**src/rtl/key_pkg.sv**
```systemverilog
// Shared definitions for the 4x4 keypad scanner.
// Holds the matrix geometry, the row-index state type, the board-label key
// codes, and the priority encoder that the event emitter uses.
package key_pkg;

    localparam int unsigned ROWS  = 4;
    localparam int unsigned COLS  = 4;
    localparam int unsigned KEYS  = 16;
    localparam int unsigned KEY_W = 4;

    // Row currently driven low.
    typedef enum logic [1:0] {
        ROW0 = 2'd0,
        ROW1 = 2'd1,
        ROW2 = 2'd2,
        ROW3 = 2'd3
    } row_t;

    // Board silkscreen labels: code = row*4 + col.
    localparam logic [KEY_W-1:0] KEY_S4  = 4'd0;
    localparam logic [KEY_W-1:0] KEY_S5  = 4'd1;
    localparam logic [KEY_W-1:0] KEY_S6  = 4'd2;
    localparam logic [KEY_W-1:0] KEY_S7  = 4'd3;
    localparam logic [KEY_W-1:0] KEY_S8  = 4'd4;
    localparam logic [KEY_W-1:0] KEY_S9  = 4'd5;
    localparam logic [KEY_W-1:0] KEY_S10 = 4'd6;
    localparam logic [KEY_W-1:0] KEY_S11 = 4'd7;
    localparam logic [KEY_W-1:0] KEY_S12 = 4'd8;
    localparam logic [KEY_W-1:0] KEY_S13 = 4'd9;
    localparam logic [KEY_W-1:0] KEY_S14 = 4'd10;
    localparam logic [KEY_W-1:0] KEY_S15 = 4'd11;
    localparam logic [KEY_W-1:0] KEY_S16 = 4'd12;
    localparam logic [KEY_W-1:0] KEY_S17 = 4'd13;
    localparam logic [KEY_W-1:0] KEY_S18 = 4'd14;
    localparam logic [KEY_W-1:0] KEY_S19 = 4'd15;

    // Index of the lowest set bit; 0 when the mask is empty.
    function automatic logic [KEY_W-1:0] lowest_set(input logic [KEYS-1:0] mask);
        logic [KEY_W-1:0] idx;
        logic             found;
        idx   = '0;
        found = 1'b0;
        for (int unsigned i = 0; i < KEYS; i++) begin
            if (!found && mask[i]) begin
                idx   = KEY_W'(i);
                found = 1'b1;
            end
        end
        return idx;
    endfunction

endpackage

```
**src/rtl/scan_tick_gen.sv**
```systemverilog
// Row-dwell divider for the keypad scanner.
// Counts 0..DIV-1 and raises tick for the single cycle the count sits at
// DIV-1, then wraps to 0. DIV must be at least 4.
//   clk  in   system clock
//   rst  in   synchronous active-high reset (count returns to 0)
//   tick out  one-cycle pulse every DIV cycles
module scan_tick_gen #(
    parameter int unsigned DIV = 10
) (
    input  logic clk,
    input  logic rst,
    output logic tick
);

    localparam int unsigned      CNT_W = (DIV > 1) ? $clog2(DIV) : 1;
    localparam logic [CNT_W-1:0] LAST  = CNT_W'(DIV - 1);

    logic [CNT_W-1:0] cnt_q;
    logic [CNT_W-1:0] cnt_d;

    always_comb begin
        tick  = (cnt_q == LAST);
        cnt_d = tick ? '0 : cnt_q + CNT_W'(1);
    end

    always_ff @(posedge clk) begin
        if (rst) begin
            cnt_q <= '0;
        end else begin
            cnt_q <= cnt_d;
        end
    end

endmodule

```
**src/rtl/key_matrix_scan.sv**
```systemverilog
// 4x4 matrix keypad scanner with frame debounce and press events.
// Drives one row low at a time, samples the synchronized columns at the end
// of each row dwell, and debounces the complete 16-key frame. Newly pressed
// keys are reported one per cycle, lowest code first.
//   clk        in   system clock
//   rst        in   synchronous active-high reset
//   col_in     in   keypad columns, active-low, asynchronous
//   row_out    out  keypad row drive, active-low, one row low at a time
//   key_state  out  debounced pressed map, bit row*4+col, 1 = pressed
//   key_down   out  any key pressed in key_state
//   key_valid  out  one-cycle pulse per newly pressed key
//   key_code   out  code reported with key_valid, held otherwise
module key_matrix_scan
    import key_pkg::*;
#(
    parameter int unsigned CLK_FREQ       = 50_000_000,
    parameter int unsigned SCAN_HZ        = 1_000,
    parameter int unsigned DEBOUNCE_SCANS = 4
) (
    input  logic             clk,
    input  logic             rst,
    input  logic [COLS-1:0]  col_in,
    output logic [ROWS-1:0]  row_out,
    output logic [KEYS-1:0]  key_state,
    output logic             key_down,
    output logic             key_valid,
    output logic [KEY_W-1:0] key_code
);

    localparam int unsigned DIV = CLK_FREQ / SCAN_HZ;
    localparam logic [3:0]  DEB = 4'(DEBOUNCE_SCANS);

    logic tick;

    scan_tick_gen #(
        .DIV (DIV)
    ) u_tick (
        .clk  (clk),
        .rst  (rst),
        .tick (tick)
    );

    // Column synchronizer
    logic [COLS-1:0] sync1_q, sync1_d;
    logic [COLS-1:0] col_s_q, col_s_d;

    // Row scan state
    row_t            row_q, row_d;
    logic [ROWS-1:0] row_out_q, row_out_d;

    // Frame debounce
    logic [KEYS-1:0] frame_q, frame_d;
    logic [KEYS-1:0] prev_frame_q, prev_frame_d;
    logic [3:0]      stable_q, stable_d;
    logic [KEYS-1:0] new_state_q, new_state_d;
    logic            update_q, update_d;
    logic [KEYS-1:0] key_state_q, key_state_d;

    // Event emitter
    logic [KEYS-1:0]  pending_q, pending_d;
    logic [KEYS-1:0]  pending_set;
    logic             key_valid_q, key_valid_d;
    logic [KEY_W-1:0] key_code_q, key_code_d;

    always_comb begin
        sync1_d = col_in;
        col_s_d = sync1_q;
    end

    // Scan and debounce. The frame is assembled in frame_d so the row-3
    // sample is already included when the completed frame is compared.
    always_comb begin
        row_d        = row_q;
        row_out_d    = row_out_q;
        frame_d      = frame_q;
        prev_frame_d = prev_frame_q;
        stable_d     = stable_q;
        new_state_d  = new_state_q;
        update_d     = 1'b0;
        pending_set  = '0;
        key_state_d  = update_q ? new_state_q : key_state_q;

        if (tick) begin
            frame_d[int'(row_q)*COLS +: COLS] = ~col_s_q;
            row_d     = row_t'(row_q + 2'd1);
            row_out_d = ~(ROWS'(1) << row_d);

            if (row_q == ROW3) begin
                prev_frame_d = frame_d;
                if (frame_d == prev_frame_q) begin
                    stable_d = (stable_q >= DEB) ? DEB : stable_q + 4'd1;
                end else begin
                    stable_d = 4'd1;
                end
                if (stable_d == DEB) begin
                    new_state_d = frame_d;
                    update_d    = 1'b1;
                    pending_set = frame_d & ~key_state_q;
                end
            end
        end
    end

    // One event per cycle, lowest code first. Bits stay pending even if the
    // key is released before its turn.
    always_comb begin
        key_valid_d = 1'b0;
        key_code_d  = key_code_q;
        pending_d   = pending_q | pending_set;
        if (pending_q != '0) begin
            key_valid_d = 1'b1;
            key_code_d  = lowest_set(pending_q);
            pending_d   = (pending_q & ~(KEYS'(1) << key_code_d)) | pending_set;
        end
    end

    always_ff @(posedge clk) begin
        if (rst) begin
            sync1_q      <= '1;
            col_s_q      <= '1;
            row_q        <= ROW0;
            row_out_q    <= 4'b1110;
            frame_q      <= '0;
            prev_frame_q <= '0;
            stable_q     <= '0;
            new_state_q  <= '0;
            update_q     <= 1'b0;
            key_state_q  <= '0;
            pending_q    <= '0;
            key_valid_q  <= 1'b0;
            key_code_q   <= '0;
        end else begin
            sync1_q      <= sync1_d;
            col_s_q      <= col_s_d;
            row_q        <= row_d;
            row_out_q    <= row_out_d;
            frame_q      <= frame_d;
            prev_frame_q <= prev_frame_d;
            stable_q     <= stable_d;
            new_state_q  <= new_state_d;
            update_q     <= update_d;
            key_state_q  <= key_state_d;
            pending_q    <= pending_d;
            key_valid_q  <= key_valid_d;
            key_code_q   <= key_code_d;
        end
    end

    assign row_out   = row_out_q;
    assign key_state = key_state_q;
    assign key_down  = |key_state_q;
    assign key_valid = key_valid_q;
    assign key_code  = key_code_q;

endmodule
```
**config.mk**
```make
export PLATFORM = sky130hd
export DESIGN_NAME = key_matrix_scan
export DESIGN_NICKNAME = d
export VERILOG_FILES = /design/src/rtl/key_pkg.sv /design/src/rtl/scan_tick_gen.sv /design/src/rtl/key_matrix_scan.sv
export SDC_FILE = /design/constraint.sdc
export NUM_CORES = 1
export LEC_CHECK = 0
export CELL_PAD_IN_SITES_DETAIL_PLACEMENT = 0
export CELL_PAD_IN_SITES_GLOBAL_PLACEMENT = 1
export CORE_UTILIZATION = 45
export DETAILED_ROUTE_END_ITERATION = 8
export PLACE_DENSITY_LB_ADDON = 0.08
export RECOVER_POWER = 25
export SLEW_MARGIN = 40
export SYNTH_ARGS = -nofsm -noshare
export SYNTH_HDL_FRONTEND = slang
export SYNTH_HIERARCHICAL = 1
export SYNTH_SLANG_ARGS = --single-unit
```
**constraint.sdc**
```tcl
create_clock -name clk -period 8.4 [get_ports clk]
set_clock_uncertainty 0.2 [all_clocks]
set_input_delay 0.84 -clock clk [delete_from_list [all_inputs] [get_ports clk]]
set_output_delay 0.84 -clock clk [all_outputs]
set_load 0.005 [all_outputs]
```
---- Yosys cells after proc, flatten, opt, wreduce, memory -nomap -nowiden ----
Cells that the tools add are included.
word-level totals
  flip-flop bits (word level) ............. 120
  logic and storage cells ................. 130
cells by class
  add/sub/neg operators ................... 4
  magnitude comparators ................... 1
  eq/ne operators ......................... 4
  shifts and indexed selects .............. 4
  multiplexer cells ....................... 57
  bitwise gates (word level) .............. 10
  reduce and logical (&&, ||, !) cells .... 36
operators with widths
  cell                                                                                  count
  4-bit 2-to-1 mux                                                                      19
  16-bit 2-to-1 mux                                                                     4
  4-bit negator with 34-bit output                                                      1
  4-bit by 34-bit variable shift with 16-bit output (first input constant)              1
  4-bit by 34-bit variable part select with 16-bit output                               1
  1-bit 2-to-1 mux                                                                      33
  16-bit bitwise AND                                                                    2
  16-bit NOT                                                                            2
  16-bit bitwise OR                                                                     2
  16-bit by 1-bit adder with 16-bit output (second input constant)                      1
  16-bit bitwise mux                                                                    1
  16-bit == test                                                                        1
  16-bit == test (second input constant)                                                1
  16-bit nonzero test                                                                   1
  16-bit OR reduction                                                                   1
  1-bit by 4-bit left shift with 16-bit output (first input constant)                   1
  1-bit logical AND                                                                     15
  1-bit logical NOT                                                                     15
  4-bit NOT                                                                             2
  4-bit by 1-bit adder with 4-bit output (second input constant)                        1
  4-bit by 3-bit == test with 1-bit output (second input constant)                      1
  4-bit by 3-bit greater-or-equal comparator with 1-bit output (second input constant)  1
  1-bit by 2-bit left shift with 4-bit output (first input constant)                    1
  3-bit AND reduction                                                                   1
  other kinds (6)                                                                       7

---- Logic depth before layout (Yosys ltp) ----
Gate-level depths: netlist (run 1).
  depth in word-level cells ............... 67
  gate-level depth with buffers ........... 14
  depth with buffers taken out ............ 9

---- Cells and area by module ----
The synthesis (run 1) kept the hierarchy.
modules (own cells, without submodules)
  module           instances  cells each  area an instance (µm²)
  key_matrix_scan  1          510         4677.0
  scan_tick_gen    1          81          710.7

---- Worst setup path before layout (run 1) ----
OpenSTA, ideal clock, no wires.
  path kind ............................... register -> register
  start point ............................. reg row_q[0]
  end point ............................... reg new_state_q[8]
  library setup time ...................... 0.091 ns
  arrival time ............................ 2.608 ns
  slack ................................... 5.501 ns
  stages on the path, launching flop included .. 15
  buffers on the path ..................... 5
  cells stage by stage .................... dfxtp_1 buf_4 inv_1 ha_1 buf_4 nand4bb_4 a2bb2oi_1 xnor2_1 nor3_2 and3_1 buf_6 and2_4 buf_6 buf_8 a311oi_1
on the way
  longest elaborated chain between the ends .. 9
RTL lines
  item                                                                                                                          line                    RTL
  start, declared                                                                                                               key_matrix_scan.sv:48   row_t row_q, row_d;
  start signal, assigned                                                                                                        key_matrix_scan.sv:135  row_q <= row_d;
  4-bit negator with 34-bit output                                                                                              key_matrix_scan.sv:84   frame_d[int'(row_q)*COLS +: COLS] = ~col_s_q;
  4-bit by 34-bit variable part select with 16-bit output or 4-bit by 34-bit variable shift with 16-bit output (tied branches)  key_matrix_scan.sv:84
  16-bit bitwise mux                                                                                                            key_matrix_scan.sv:84
  16-bit == test                                                                                                                key_matrix_scan.sv:90   if (frame_d == prev_frame_q) begin
  4-bit 2-to-1 mux                                                                                                              key_matrix_scan.sv:90
  4-bit 2-to-1 mux                                                                                                              key_matrix_scan.sv:88   if (row_q == ROW3) begin
  4-bit 2-to-1 mux                                                                                                              key_matrix_scan.sv:83   if (tick) begin
  4-bit by 3-bit == test with 1-bit output                                                                                      key_matrix_scan.sv:95   if (stable_d == DEB) begin
  3-bit AND reduction (no source line)                                                                                          --
  end signal, assigned                                                                                                          key_matrix_scan.sv:140  new_state_q <= new_state_d;
  end, declared                                                                                                                 key_matrix_scan.sv:55   logic [KEYS-1:0] new_state_q, new_state_d;
Several ways; a longest one is shown, not always the timed one. The select of a mux whose other input is x is not followed.
A chain may end at the register's enable or synchronous reset.

---- Final worst setup path (run 1) ----
  start point ............................. reg u_tick.cnt_q[0]
  end point ............................... reg pending_q[6]
on the way
  longest elaborated chain between the ends .. 4
RTL lines
  item                                         line                                            RTL
  start, declared                              scan_tick_gen.sv:18                             logic [CNT_W-1:0] cnt_q;
  start signal, assigned                       scan_tick_gen.sv:30                             cnt_q <= cnt_d;
  16-bit == test *                             scan_tick_gen.sv:22                             tick = (cnt_q == LAST);
  named net tick                               key_matrix_scan.sv:33                           logic tick;
  16-bit 2-to-1 mux *                          key_matrix_scan.sv:83
  16-bit bitwise OR, on equally long branches  key_matrix_scan.sv:109, key_matrix_scan.sv:113
  16-bit 2-to-1 mux *                          key_matrix_scan.sv:110                          if (pending_q != '0) begin
  end signal, assigned                         key_matrix_scan.sv:143                          pending_q <= pending_d;
  end, declared                                key_matrix_scan.sv:60                           logic [KEYS-1:0] pending_q, pending_d;
Mark *: on every way through the listed nets, which the timed path passes. The rest lies on a longest branch.

==> impl_metrics.csv, run 1 <==
group,metric,value,unit
routing,wl,14000,µm
critical_path,crit_path_max_fanout,36,
floorplanning,dieArea,12400,µm²
timing,setup_ws,3.64,ns
synthesis,synth_area_leaders,"dfxtp_1, nor2_1, xnor2_1",
synthesis,ys_types,65,
routing,wire_per_inst,18.4,µm
placed_design,pre_cts_slack,4.26,ns
global_route,grt_max_degree,77,
critical_path,crit_required,8.47,ns
synthesis,yosys_warnings,6,
pwr,powerDensity,210,nW/µm²
placed_design,port_buffers,31,
timing,max_freq,0.210,GHz
routing,postRouteAntennaNets,0,
synthesis,netlist.area_leader.share,44.6,%
critical_path,end_kind,"flip-flop",
routing,num_vias,4495,
synthesis,ys_seq_area_share,44.6,%
synthesis,synth-main-ff-cell,"dfxtp_1",
pwr,p_leak,2.03,nW
timing,tns,0,ns
routing,drt_iter0_markers,390,
layout,diodes,0,
critical_path,cp-start-kind,"flip-flop",
layout,syn_to_final_growth,15.9,%
worst_hold_path,hold_class,"reg -> reg",
floorplanning,io_pins,32,
global_route,track_usage,23.4,%
clock_network,clk_latency,0.41,ns
pwr,vdd_drop_max,0.134,mV
synthesis,yosys.area.top_type,"dfxtp_1",
layout,fin_util,54.0,%
floorplanning,initial_utilization,46.6,%
routing,dr.pass1.iters,7,
clock_network,post-cts-setup-buffers,0,
timing,finalCritPeriodShare,56.7,%
synthesis,ys_ff_latch,120,
run_status,outcome,"complete, but fails checks",
global_route,antenna_found_initial,0,
layout,final_nets,616,
critical_path,crit_type,"reg -> reg",
clock_network,clockBufferDepth,2,
floorplanning,die_h,111,µm
timing,max_slew_margin,-120,%
synthesis,synth_nets,604,
timing,rsz0062_at_grt,"no",
floorplanning,core.rowCount,39,
clock_network,clkTransAtPathRegs,0.05,ns
global_route,grt_pass1_wl,22800,µm
timing,min_period,4.76,ns
clock_network,htreeDepth,4,
timing,whs,0.205,ns
global_route,grt_overflow,0,
clock_network,numCtsBuffers,17,
floorplanning,fp.dieW,111,µm
synthesis,syn_avg_cell_area,9.12,µm²
global_route,grt_pass1_vias,4366,
layout,drive_above_1_share,8.62,%
flow_run,drv_cap,2,
routing,drt-vias-per-instance,5.93,
clock_network,post_cts_resized,0,
clock_network,hold_buffers,0,
routing,drc_errors,6,
placed_design,place_area,5690,µm²
placed_design,hpwl,9410,µm
synthesis,syn_inst,591,
placed_design,place_congestion,0.902,
timing,finalSetupViolations,0,
run_status,violations,"DRC, capacitance limit, slew limit",
timing,worst_pin_slew,3.30,ns
synthesis,async_flop_share,0,%
clock_network,cts_sinks,120,
clock_network,cts_tree,"done",
synthesis,synth_area,5390,µm²
floorplanning,core-area,11600,µm²
critical_path,cp.arrival,4.83,ns
layout,final_area,6240,µm²
timing,drv_slew,114,
synthesis,synth-edff-count,0,
timing,hold_viol_final,0,
clock_network,cts-root-buf,"clkbuf_16",
-- Yosys cell counts, drive strengths merged, types with 3 or more instances --
cell type  count
buf           18
nand2         27
inv           16
mux2i         17
and3           4
nand2b        11
xnor2         23
clkbuf        23
ha             7
nand3         18
or3            6
nand4          7
a211oi        25
a31oi         21
o211ai         3
a22oi          5
dfxtp        120
nor4          14
o41ai         11
o32ai          5
o31a           8
or2           10
o22ai          8
o311ai         4
nor3          14
o21ai         14
a21oi          7
nor2b          8
nor4bb         3
a311oi        17
nor2          87
and2           3
-- cells by family after synthesis --
group / synth area share [%]
compound gates: 20.2
xor+xnor: 4.06
fa+ha+maj: 1.63
buf+inv: 5.11
flops: 44.6
mux: 3.16
simple gates: 21.3
-- placed cells by master (no fill, tap or decap), types with 16 or more instances in the layout --
master           netlist  final
a311oi_1              17     17
inv_1                 16     16
nand3_1               17     17
nand2_1               27     27
xnor2_1               23     23
clkbuf_16              0     17
a211oi_1              24     24
a31oi_1               21     21
mux2i_1               17     17
dfxtp_1              120    119
clkdlybuf4s50_1        0     26
nor2_1                87     87
-- final timing paths --
| check | from | endpoint | slack (ns) | cells after the start |
|---|---|---|---|---|
| max reg2reg | u_tick/cnt_q[0] | pending_q[6] | 3.64 | 10 |
| min reg2reg | col_s_d[3] | col_s_q[3] | 0.20 | 1 |
| max | u_tick/cnt_q[0] | pending_q[6] | 3.64 | 10 |
| min | col_s_d[3] | col_s_q[3] | 0.20 | 1 |
-- power breakdown --
part / total, mW / switching (mW) / internal, mW
logic: 0.0299 / 0.0220 / 0.00790
clock network: 0.702 / 0.247 / 0.455
registers: 0.577 / 0.00429 / 0.573
total: 1.31 / 0.273 / 1.04
-- metal layers --
layer | track usage [%] | up-vias | share of wire [%] | wire length [µm]
met4 | 8.29 | 0 | 0.99 | 138
met3 | 4.90 | 9 | 3.7 | 521
li1 | - | 2217 | - | -
met5 | 0 | - | 0 | 0
met1 | 31.5 | 2173 | 49 | 6780
met2 | 37.4 | 96 | 47 | 6510
-- through the flow --
| step | power, mW | instances |
|---|---|---|
| global route | 1.35 | 758 |
| CTS | 1.32 | 758 |
| finish | 1.31 | 758 |
| detailed placement | 0.619 | 727 |
| global placement | 0.619 | 727 |
| floorplan | 0.614 | 591 |
-- state kept, by name, summed over array words and instances (netlist names) --
name	count
update_q	1
stable_q	4
row_q	2
pending_q	16
u_tick/cnt_q	16
prev_frame_q	16
key_code	4
col_s_d	4
new_state_q	16
key_state	16
frame_q	16
col_s_q	4
row_out	4
key_valid	1
-- critical path: stages, from the launching register on --
cell	delay, ns
dfxtp_1	0.37
ha_1	0.22
nand4_1	0.24
and4b_1	0.31
clkbuf_1	1.18
nand2_1	0.41
a21oi_2	0.22
buf_4	0.34
and3_1	0.21
nand3_1	0.42
o41ai_1	0.50
-- area by class of cell --
class                      instances  area (µm²)
fill                            1099        5320
multi-input combinational        414        2710
sequential                       120        2400
clock buffer                      22         474
timing repair buffer              34         319
tap                              143         179
clock inverter                     9        98.8
inverter                          16        60.1
(Power assumes the default switching activity.)
==> run 2: changes to the inputs <==
--- a/config.mk
+++ b/config.mk
@@ -7,7 +7,7 @@
 export LEC_CHECK = 0
 export CELL_PAD_IN_SITES_DETAIL_PLACEMENT = 0
 export CELL_PAD_IN_SITES_GLOBAL_PLACEMENT = 1
-export CORE_UTILIZATION = 45
+export CORE_UTILIZATION = 41
 export DETAILED_ROUTE_END_ITERATION = 8
 export PLACE_DENSITY_LB_ADDON = 0.08
 export RECOVER_POWER = 25
==> constraint.sdc (replaced) <==
create_clock -name clk -period 3.99 [get_ports clk]
set_clock_uncertainty 0.2 [all_clocks]
set_input_delay 0.399 -clock clk [delete_from_list [all_inputs] [get_ports clk]]
set_output_delay 0.399 -clock clk [all_outputs]
set_load 0.005 [all_outputs]
==> run 2 against run 1 <==
  * The flow finishes with violations (capacitance limit, slew limit)
  * Critical path type unchanged
  * Maximum frequency grew 31%
  * Register-to-register slack got worse by 3.3 ns
  * Routed wire length grew 5.4%
==> impl_metrics.csv, run 2 (synthesized netlist as in run 1, its figures left out) <==
group,metric,value,unit
layout,final_cell_mix,"dfxtp_1, nor2_1, nand2_1",
layout,drive_above_1_share,9.94,%
routing,drt-vias-per-instance,5.85,
global_route,grt_max_degree,57,
global_route,grt_pass1_vias,4380,
timing,finalCritPeriodShare,90.9,%
routing,dr.pass1.iters,5,
layout,syn_to_final_growth,19.2,%
placed_design,place_area,5780,µm²
timing,finalSetupViolations,0,
clock_network,cts_tree,"done",
layout,final_area,6420,µm²
floorplanning,initial_utilization,42.3,%
clock_network,htreeDepth,4,
critical_path,crit_type,"reg -> reg",
global_route,gr-usage-met2,35.7,%
layout,final_nets,624,
routing,postRouteAntennaNets,0,
global_route,antenna_found_initial,0,
critical_path,rr_worst_depth,10,
critical_path,cp.arrival,3.72,ns
global_route,grt_pass1_wl,23900,µm
routing,drc_errors,0,
clock_network,cts-root-buf,"clkbuf_16",
global_route,track_usage,23.4,%
clock_network,post_cts_resized,0,
critical_path,regToRegSetupSlack,0.36,ns
pwr,powerDensity,463,nW/µm²
layout,fin_cells,796,
timing,max_freq,0.276,GHz
critical_path,crit_start,"row_q[0]",
placed_design,hpwl,10400,µm
timing,worst_pin_slew,2.46,ns
worst_hold_path,hold_class,"reg -> reg",
pwr,vdd_drop_max,0.273,mV
floorplanning,die_h,117,µm
global_route,grt_overflow,0,
run_status,outcome,"complete, but fails checks",
global_route,grt_busiest_layer,"met2",
timing,max_slew_margin,-63.7,%
layout,diodes,0,
critical_path,end_kind,"flip-flop",
critical_path,cp-endpoint,"new_state_q[7]",
timing,tns,0,ns
routing,num_vias,4654,
global_route,met3_usage,4.00,%
critical_path,r2r-start,"row_q[0]",
clock_network,post-cts-setup-buffers,0,
placed_design,port_buffers,31,
critical_path,cp-start-kind,"flip-flop",
global_route,use_met1,32.5,%
clock_network,numCtsBuffers,17,
routing,drt_iter0_markers,348,
run_status,violations,"capacitance limit, slew limit",
timing,rsz0062_at_grt,"no",
critical_path,crit_path_max_fanout,12,
clock_network,hold_buffers,0,
clock_network,cts_sinks,120,
placed_design,pre_cts_slack,0.404,ns
critical_path,rr_endpoint,"new_state_q[7]",
timing,min_period,3.63,ns
flow_run,drv_cap,1,
placed_design,place_congestion,0.886,
placed_design,dp.cells,764,
floorplanning,core-area,12700,µm²
timing,setup_ws,0.361,ns
pwr,p_leak,2.12,nW
timing,whs,0.211,ns
timing,hold_viol_final,0,
floorplanning,io_pins,32,
timing,drv_slew,57,
floorplanning,fp.dieW,117,µm
floorplanning,dieArea,13600,µm²
routing,wl,14700,µm
clock_network,clk_latency,0.42,ns
layout,layout_commonest_cell,"dfxtp_1",
clock_network,clockBufferDepth,2,
floorplanning,core.rowCount,41,
routing,wire_per_inst,18.5,µm
clock_network,clkTransAtPathRegs,0.05,ns
critical_path,crit_required,4.08,ns
[run 2: changes by cell type in the layout (fill, tap and decap cells not counted), sizes merged]
cell / change
buf: +9
clkdlybuf4s50: -6
dlygate4sd3: +6
clkinv: -4
bufinv: +3
clkbuf: -3
clkinvlp: +3
inv: +1
[run 2: stage by stage]
stage | utilization (%) | power (mW)
after floorplan | - | 1.29
after CTS | 50.6 | 3.00
final | 50.5 | 2.98
after global placement | 45.4 | 1.31
after global routing | 50.5 | 3.06
after detailed placement | 45.4 | 1.31
[run 2: how the worst min path moves through the flow]
stage	from	end	depth (start not counted)
floorplan	col_s_d[0]	col_s_q[0]	1
global placement	col_s_d[3]	col_s_q[3]	1
detailed placement	col_s_d[2]	col_s_q[2]	1
CTS	rst	u_tick/cnt_q[2]	2
global route	col_s_d[1]	col_s_q[1]	1
finish	col_s_d[1]	col_s_q[1]	1
[run 2: final cells by class]
cell class              instances  area [µm²]
fillers                      1270        6300
multi-input cells             414        2710
flip-flops and latches        120        2400
clock buffers                  20         457
repair buffers                 42         383
well taps                     172         215
clock inverters                12         196
inverters                      16        60.1
[run 2: routing by layer]
metal | part of all wire [%] | up-vias
li1 | - | 2236
met1 | 48 | 2254
met2 | 46 | 135
met3 | 4.0 | 29
met4 | 1.9 | 0
met5 | 0 | -
[run 2: critical path: stages, from the launching register on]
cell,delay (ns)
dfxtp_1,0.56
inv_1,0.16
ha_1,0.43
and2b_1,0.38
a31oi_1,0.23
a221o_1,0.37
nor3_2,0.13
and3_1,0.40
buf_4,0.25
a31oi_1,0.10
a311oi_1,0.28
[run 2: power breakdown]
part           leakage (nW)  total (mW)  switching [mW]  internal, mW
Combinational         0.835      0.0677          0.0480        0.0197
Clock                 0.312        1.69           0.555          1.14
Sequential            0.969        1.22         0.00976          1.21
